===== src/rtl/arbitri_bus_16bit_if.sv =====
// Handshake and data bundle between two bus masters and the shared-bus arbiter.
// The master modport is the requester side; the slave modport is the arbiter side.
interface arbitri_bus_16bit_if #(
  parameter int unsigned WIDTH = 16
);
  logic             Kerkesa0;
  logic             Kerkesa1;
  logic [WIDTH-1:0] Hyrja0;
  logic [WIDTH-1:0] Hyrja1;
  logic             Lejimi0;
  logic             Lejimi1;
  logic             S;
  logic [WIDTH-1:0] Dalja;
  logic             Valid;
  logic             Zene;

  modport master (
    output Kerkesa0, Kerkesa1, Hyrja0, Hyrja1,
    input  Lejimi0, Lejimi1, S, Dalja, Valid, Zene
  );

  modport slave (
    input  Kerkesa0, Kerkesa1, Hyrja0, Hyrja1,
    output Lejimi0, Lejimi1, S, Dalja, Valid, Zene
  );
endinterface


===== src/rtl/arbitri_bus_16bit.sv =====
// Two-requester round-robin arbiter with a registered 2:1 bus mux onto a shared write port.
// Define ARB_HOLD_LIMIT_EN to preempt an owner after MAX_HOLD words while the other side waits.
module arbitri_bus_16bit #(
  parameter int unsigned WIDTH    = 16,
  parameter int unsigned MAX_HOLD = 4,
  parameter int unsigned CNT_W    = 3
) (
  input  logic                 Clock,
  input  logic                 Reset,
  arbitri_bus_16bit_if.slave   bus
);

  typedef enum logic [1:0] {StIdle, StG0, StG1} state_e;

  state_e           state_q, state_d;
  logic             ptr_q, ptr_d;
  logic             lejimi0_q, lejimi1_q, zene_q, valid_q;
  logic [WIDTH-1:0] dalja_q;
  logic             xfer;
  logic [WIDTH-1:0] xfer_word;
  logic             limit_hit;

  logic             k0, k1;
  logic [WIDTH-1:0] h0, h1;

  assign k0 = bus.Kerkesa0;
  assign k1 = bus.Kerkesa1;
  assign h0 = bus.Hyrja0;
  assign h1 = bus.Hyrja1;

`ifdef ARB_HOLD_LIMIT_EN
  logic [CNT_W-1:0] cnt_q, cnt_d;

  assign limit_hit = (cnt_q == CNT_W'(MAX_HOLD - 1));

  // Any state change is an entry into a new grant (or IDLE), which restarts the count.
  always_comb begin
    cnt_d = cnt_q;
    if (state_q == StIdle || state_d != state_q) begin
      cnt_d = '0;
    end else if (xfer && cnt_q != {CNT_W{1'b1}}) begin
      cnt_d = cnt_q + 1'b1;
    end
  end
`else
  logic unused_cfg;

  assign limit_hit  = 1'b0;
  assign unused_cfg = ^{32'(MAX_HOLD), 32'(CNT_W)};
`endif

  always_comb begin
    state_d   = state_q;
    ptr_d     = ptr_q;
    xfer      = 1'b0;
    xfer_word = '0;
    case (state_q)
      StIdle: begin
        if (k0 && (!k1 || !ptr_q)) begin
          state_d = StG0;
        end else if (k1) begin
          state_d = StG1;
        end
      end
      StG0: begin
        if (k0) begin
          xfer      = 1'b1;
          xfer_word = h0;
          if (k1 && limit_hit) begin
            state_d = StG1;
            ptr_d   = 1'b1;
          end
        end else begin
          state_d = k1 ? StG1 : StIdle;
          ptr_d   = 1'b1;
        end
      end
      StG1: begin
        if (k1) begin
          xfer      = 1'b1;
          xfer_word = h1;
          if (k0 && limit_hit) begin
            state_d = StG0;
            ptr_d   = 1'b0;
          end
        end else begin
          state_d = k0 ? StG0 : StIdle;
          ptr_d   = 1'b0;
        end
      end
      default: state_d = StIdle;
    endcase
  end

  // Grant flags are decoded from the next state so they line up with state_q without extra logic.
  always_ff @(posedge Clock) begin
    if (Reset) begin
      state_q   <= StIdle;
      ptr_q     <= 1'b0;
      lejimi0_q <= 1'b0;
      lejimi1_q <= 1'b0;
      zene_q    <= 1'b0;
      valid_q   <= 1'b0;
      dalja_q   <= '0;
`ifdef ARB_HOLD_LIMIT_EN
      cnt_q     <= '0;
`endif
    end else begin
      state_q   <= state_d;
      ptr_q     <= ptr_d;
      lejimi0_q <= (state_d == StG0);
      lejimi1_q <= (state_d == StG1);
      zene_q    <= (state_d != StIdle);
      valid_q   <= xfer;
      if (xfer) begin
        dalja_q <= xfer_word;
      end
`ifdef ARB_HOLD_LIMIT_EN
      cnt_q     <= cnt_d;
`endif
    end
  end

  assign bus.Lejimi0 = lejimi0_q;
  assign bus.Lejimi1 = lejimi1_q;
  assign bus.S       = lejimi1_q;
  assign bus.Zene    = zene_q;
  assign bus.Valid   = valid_q;
  assign bus.Dalja   = dalja_q;

endmodule


===== src/flat_wrapper.sv =====
// flat-port wrapper written by rule: the top's interface ports become plain ports
module arbitri_bus_16bit_flat 
#(
  parameter int unsigned WIDTH    = 16,
  parameter int unsigned MAX_HOLD = 4,
  parameter int unsigned CNT_W    = 3
)
  (Clock, Reset, bus_Kerkesa0, bus_Kerkesa1, bus_Hyrja0, bus_Hyrja1, bus_Lejimi0, bus_Lejimi1, bus_S, bus_Dalja, bus_Valid, bus_Zene);
  arbitri_bus_16bit_if #(.WIDTH(WIDTH)) bus_i ();
  input  logic Clock;
  input  logic Reset;
  input wire logic [$bits(bus_i.Kerkesa0)-1:0] bus_Kerkesa0;
  input wire logic [$bits(bus_i.Kerkesa1)-1:0] bus_Kerkesa1;
  input wire logic [$bits(bus_i.Hyrja0)-1:0] bus_Hyrja0;
  input wire logic [$bits(bus_i.Hyrja1)-1:0] bus_Hyrja1;
  output wire logic [$bits(bus_i.Lejimi0)-1:0] bus_Lejimi0;
  output wire logic [$bits(bus_i.Lejimi1)-1:0] bus_Lejimi1;
  output wire logic [$bits(bus_i.S)-1:0] bus_S;
  output wire logic [$bits(bus_i.Dalja)-1:0] bus_Dalja;
  output wire logic [$bits(bus_i.Valid)-1:0] bus_Valid;
  output wire logic [$bits(bus_i.Zene)-1:0] bus_Zene;
  assign bus_i.Kerkesa0 = bus_Kerkesa0;
  assign bus_i.Kerkesa1 = bus_Kerkesa1;
  assign bus_i.Hyrja0 = bus_Hyrja0;
  assign bus_i.Hyrja1 = bus_Hyrja1;
  assign bus_Lejimi0 = bus_i.Lejimi0;
  assign bus_Lejimi1 = bus_i.Lejimi1;
  assign bus_S = bus_i.S;
  assign bus_Dalja = bus_i.Dalja;
  assign bus_Valid = bus_i.Valid;
  assign bus_Zene = bus_i.Zene;
  arbitri_bus_16bit #(.WIDTH(WIDTH), .MAX_HOLD(MAX_HOLD), .CNT_W(CNT_W)) u_core (.Clock(Clock), .Reset(Reset), .bus(bus_i));
endmodule

===== config.mk =====
export PLATFORM = sky130hd
export DESIGN_NAME = arbitri_bus_16bit_flat
export DESIGN_NICKNAME = d
export VERILOG_FILES = /design/src/rtl/arbitri_bus_16bit_if.sv /design/src/rtl/arbitri_bus_16bit.sv /design/src/flat_wrapper.sv
export SDC_FILE = /design/constraint.sdc
export NUM_CORES = 1
export LEC_CHECK = 0
export ABC_AREA = 1
export BUFFER_PORTS_ARGS = -buffer_cell sky130_fd_sc_hd__buf_4
export CORE_UTILIZATION = 30
export CTS_CLUSTER_DIAMETER = 50
export DETAILED_ROUTE_END_ITERATION = 7
export HOLD_SLACK_MARGIN = 0.05
export PLACE_DENSITY = 0.57
export SLEW_MARGIN = 20
export SYNTH_ARGS = -nofsm -noshare
export SYNTH_HDL_FRONTEND = slang
export SYNTH_SLANG_ARGS = --single-unit

===== constraint.sdc =====
create_clock -name Clock -period 1.8 [get_ports Clock]
set_input_delay 0.36 -clock Clock [delete_from_list [all_inputs] [get_ports Clock]]
set_output_delay 0.36 -clock Clock [all_outputs]
set_load 0.01 [all_outputs]

* Word-level counts from Yosys, hierarchy flattened *
Index checks and enable logic that the tools add are counted.

word-level totals
  flip-flop bits (word level) = 23
  input port bits = 36

operators by class
  eq/ne operators = 6
  mux-type cells = 16
  reduce and logical (&&, ||, !) cells = 8

operator list
  kind                                                                    count
  16-bit two-way mux                                                      2
  16-bit case mux with 2 select lines                                     1
  2-bit two-way mux                                                       5
  2-bit case mux with 3 select lines                                      1
  1-bit two-way mux                                                       5
  2-bit by 1-bit equality test with 1-bit output (second input constant)  2
  2-bit equality test (second input constant)                             2
  2-bit != test (second input constant)                                   2
  1-bit case mux with 2 select lines                                      2
  2-bit nonzero test                                                      2
  3-bit AND reduction                                                     1
  1-bit zero test                                                         2
  2-bit zero test                                                         1
  1-bit logical AND                                                       1
  1-bit logical OR                                                        1

* Logic depth before layout (Yosys ltp) *
  depth in word-level cells = 6
  gate-level depth with buffers = 10
  gate-level depth less buffers = 8

* Worst setup path before layout *
No wires, ideal clock.

  path type = flip-flop to flip-flop
  from = register u_core.state_q[0]
  to = register u_core.dalja_q[11] (netlist: u_core.bus.Dalja[11])
  setup time = 0.116 ns
  arrival = 1.334 ns
  slack = 0.350 ns
  cell stages (with the launch flop) = 11
  buffers on the path = 2
  period minus slack after synthesis = 1.450 ns
  cell sequence = dfxtp_1 inv_1 ha_1 buf_4 nand2_2 nand2_2 nand2_4 inv_4 buf_6 nor2_1 nor2_1

on the way
  longest elaborated chain between the ends = 2
  elaborated cells on any way between the ends = 4

RTL lines
  element                                                                                           line                      text
  start, declared                                                                                   arbitri_bus_16bit.sv:15   state_e state_q, state_d;
  start signal, assigned                                                                            arbitri_bus_16bit.sv:98   state_q <= StIdle;
  start signal, assigned                                                                            arbitri_bus_16bit.sv:109  state_q <= state_d;
  2-bit equality test / 2-bit by 1-bit equality test with 1-bit output (equally long branches)      arbitri_bus_16bit.sv:57   case (state_q)
  16-bit case mux with 2 select lines / 1-bit case mux with 2 select lines (equally long branches)  arbitri_bus_16bit.sv:57
  end signal, assigned                                                                              arbitri_bus_16bit.sv:116  dalja_q <= xfer_word;
  end, declared                                                                                     arbitri_bus_16bit.sv:18   logic [WIDTH-1:0] dalja_q;

Parallel ways exist; a longest one is shown, timed or not.
A chain may end at the register's enable or synchronous reset.

* Worst setup path in the final report *
  from = register u_core.state_q[1]
  to = register u_core.dalja_q[6] (netlist: u_core.bus.Dalja[6])

Same word-level chain as after synthesis.

==> flow_summary.ini <==
[cts]
cts_buffers = 3
h-tree-depth = 1
cts_hold_buf = 0
path_clk_slew_ps = 70
cts_tree = built
clockRootBuffer = clkbuf_8
ctsResizeCount = 0
cts.sinks = 23
worstSkewPairLatency_ps = 260
cts_buffer_depth = 2
postCtsSetupBuffers = 0

[power_and_ir_drop]
p_per_area_mw_per_mm2 = 736.9
p_total_mw = 1.203
vdd_drop_max_uv = 316.0
leakage_nw = 0.8534

[routing]
drt_iter0_drc = 42
vias_per_cell = 4.516
drc = 0
drt-pass1-iter-count = 4
drt-total-wl_um = 2879
wl_per_cell_um = 10.55
detail-route-antenna-nets = 0
vias = 1233

[place]
post-place-ws_ps = 303.2
placed_area_mm2 = 0.001588
hpwlAfterDp_um = 2117
gp_congestion = 0.7534
portBuffers = 56

[die]
initial_core_util = 0.3172
die_w_um = 64.45
die_height_um = 64.45
num_io_pins = 57
coreArea_mm2 = 0.003689
die_area_mm2 = 0.004153
rows = 22

[critical_path]
crit_family = flip-flops
worst-path-buf-inv = 2
cp-start-kind = flip-flop
reg2reg_to = u_core.bus.Dalja[6]
crit_path_top_delay_cell = dfxtp_1
critPathKind = reg -> reg
critPathRequiredTime_ps = 1960
worstPathArrival_ps = 1650
r2r-start = u_core.state_q[1]
r2r_slack_ps = 310
max_stage_delay_ps = 380
critPathMostFrequentCell = nand2_1
end_kind = flip-flop
crit_chain = inv_1 > ha_1 > nand2_1 > clkinv_2 > nand2_1 > nand2_1 > o21ai_0 > nor2_1
crit_fanout = 16
ff2ff_path_depth = 8

[timing]
setup_ws_ps = 311.2
finalCritPeriodShare = 0.8271
grt_setup_unrepaired = false
worst_pin_slew_ps = 389.4
relSlewSlack = 0.7401
finalSetupTns_ps = 0
slew_viol_final = 0
clock_skew_ps = 0.8125
min_period_ps = 1489
max_freq_mhz = 671.7
report.final.setup_viol = 0
finalHoldViolations = 0

[final_layout]
area_growth_pct = 39.57
final_common_cell = buf_4
diodes = 0
final_area_mm2 = 0.001633
fin_util = 0.4427
drive_gt1_frac = 0.2889
final_cell_mix = buf_4, nand2_1, nor2_1
nNetsFinal = 267

[global_routing]
grt_first_pass_wirelength_um = 4850
antenna_found_initial = 0
grt_use_total = 0.1479
grt-ovfl-total = 0
grt_start_max_net_pins = 20
grt_pass1_vias = 1113

[min_path]
hold_start = Reset
hold_path.class = in -> reg
holdPathEnd = u_core.bus.Dalja[10]
holdPathStages = 2

[synthesis]
ys_types = 17
syn_area_mm2 = 0.001170
yosys_register_bits = 23
syn_inst = 173
ys_seq_area_frac = 0.3936
yosys_warnings = 0
avgSynthCellArea_um2 = 6.762
syn_nets = 214

[outcome]
outcome = completed

[job]
maxCapViolations = 0
==> kinds of logic (layout without fill, tap and decap cells) <==
logic type	count (synthesis)	in the layout	share of synthesized area
adders and majority gates	5	5	0.05348
DFF	23	23	0.3936
and+or+nand+nor	109	109	0.3840
buffers and inverters	18	70	0.09198
AOI/OAI and AO/OA	18	18	0.07700
==> flip-flops by register name, summed over array words and instances (netlist names) <==
name	count
u_core.bus.Dalja	16
u_core.state_q	2
u_core.bus.Lejimi0	1
u_core.bus.Lejimi1	1
u_core.bus.Valid	1
u_core.bus.Zene	1
u_core.ptr_q	1
==> stage by stage <==
stage                     cells  hold WS [ps]
final                       273         282.9
after CTS                   273         275.4
after global routing        273         273.1
after global placement      269         445.1
after detailed placement    269         442.1
after floorplan             173         423.4
==> worst max-delay path by stage <==
| stage | to | startpoint | depth (start not counted) | slack, ps |
|---|---|---|---|---|
| finish | u_core.bus.Dalja[6] | u_core.state_q[1] | 8 | 310 |
| global route | u_core.bus.Dalja[11] | u_core.state_q[1] | 8 | 100 |
| CTS | u_core.bus.Dalja[6] | u_core.state_q[1] | 8 | 290 |
| detailed placement | u_core.bus.Dalja[7] | u_core.state_q[1] | 8 | 300 |
| global placement | u_core.bus.Dalja[11] | u_core.state_q[1] | 8 | 280 |
| floorplan | u_core.bus.Dalja[11] | u_core.state_q[0] | 10 | 350 |
==> power breakdown <==
| group | internal, mW | leakage, nW | switching [mW] |
|---|---|---|---|
| Sequential | 0.551 | 0.187 | 0.0241 |
| Combinational | 0.153 | 0.644 | 0.167 |
| Clock | 0.158 | 0.0228 | 0.150 |
==> cell usage after synthesis <==
master | instances | area, um2
nand3_1 | 22 | 110.1
buf_2 | 2 | 10.01
clkinv_2 | 1 | 5.000
inv_1 | 7 | 26.28
buf_4 | 3 | 22.52
o21ai_1 | 9 | 45.04
o21ai_0 | 7 | 35.03
ha_1 | 5 | 62.56
buf_6 | 3 | 33.78
nor2_1 | 35 | 131.4
dfxtp_1 | 23 | 460.4
a21oi_1 | 2 | 10.01
inv_4 | 1 | 6.260
clkbuf_1 | 1 | 3.750
nand2_2 | 2 | 12.51
nand2_1 | 49 | 183.9
nand2_4 | 1 | 11.26
==> metal layers <==
metal / track usage / vias up / routed length, um
met5: 0 / - / 0
met4: 0.04167 / 0 / 22
met3: 0.03169 / 4 / 159
met2: 0.2579 / 37 / 1442
met1: 0.1816 / 545 / 1255
li1: - / 647 / -
==> cell type report <==
type | count | area [um2]
multi-input combinational | 132 | 601.8
clock buffer | 4 | 45.04
inverter | 9 | 37.54
sequential | 23 | 460.4
timing repair buffer | 57 | 427.9
tap | 48 | 60.06
fill | 415 | 2056
Power figures use the tool's default switching activity.
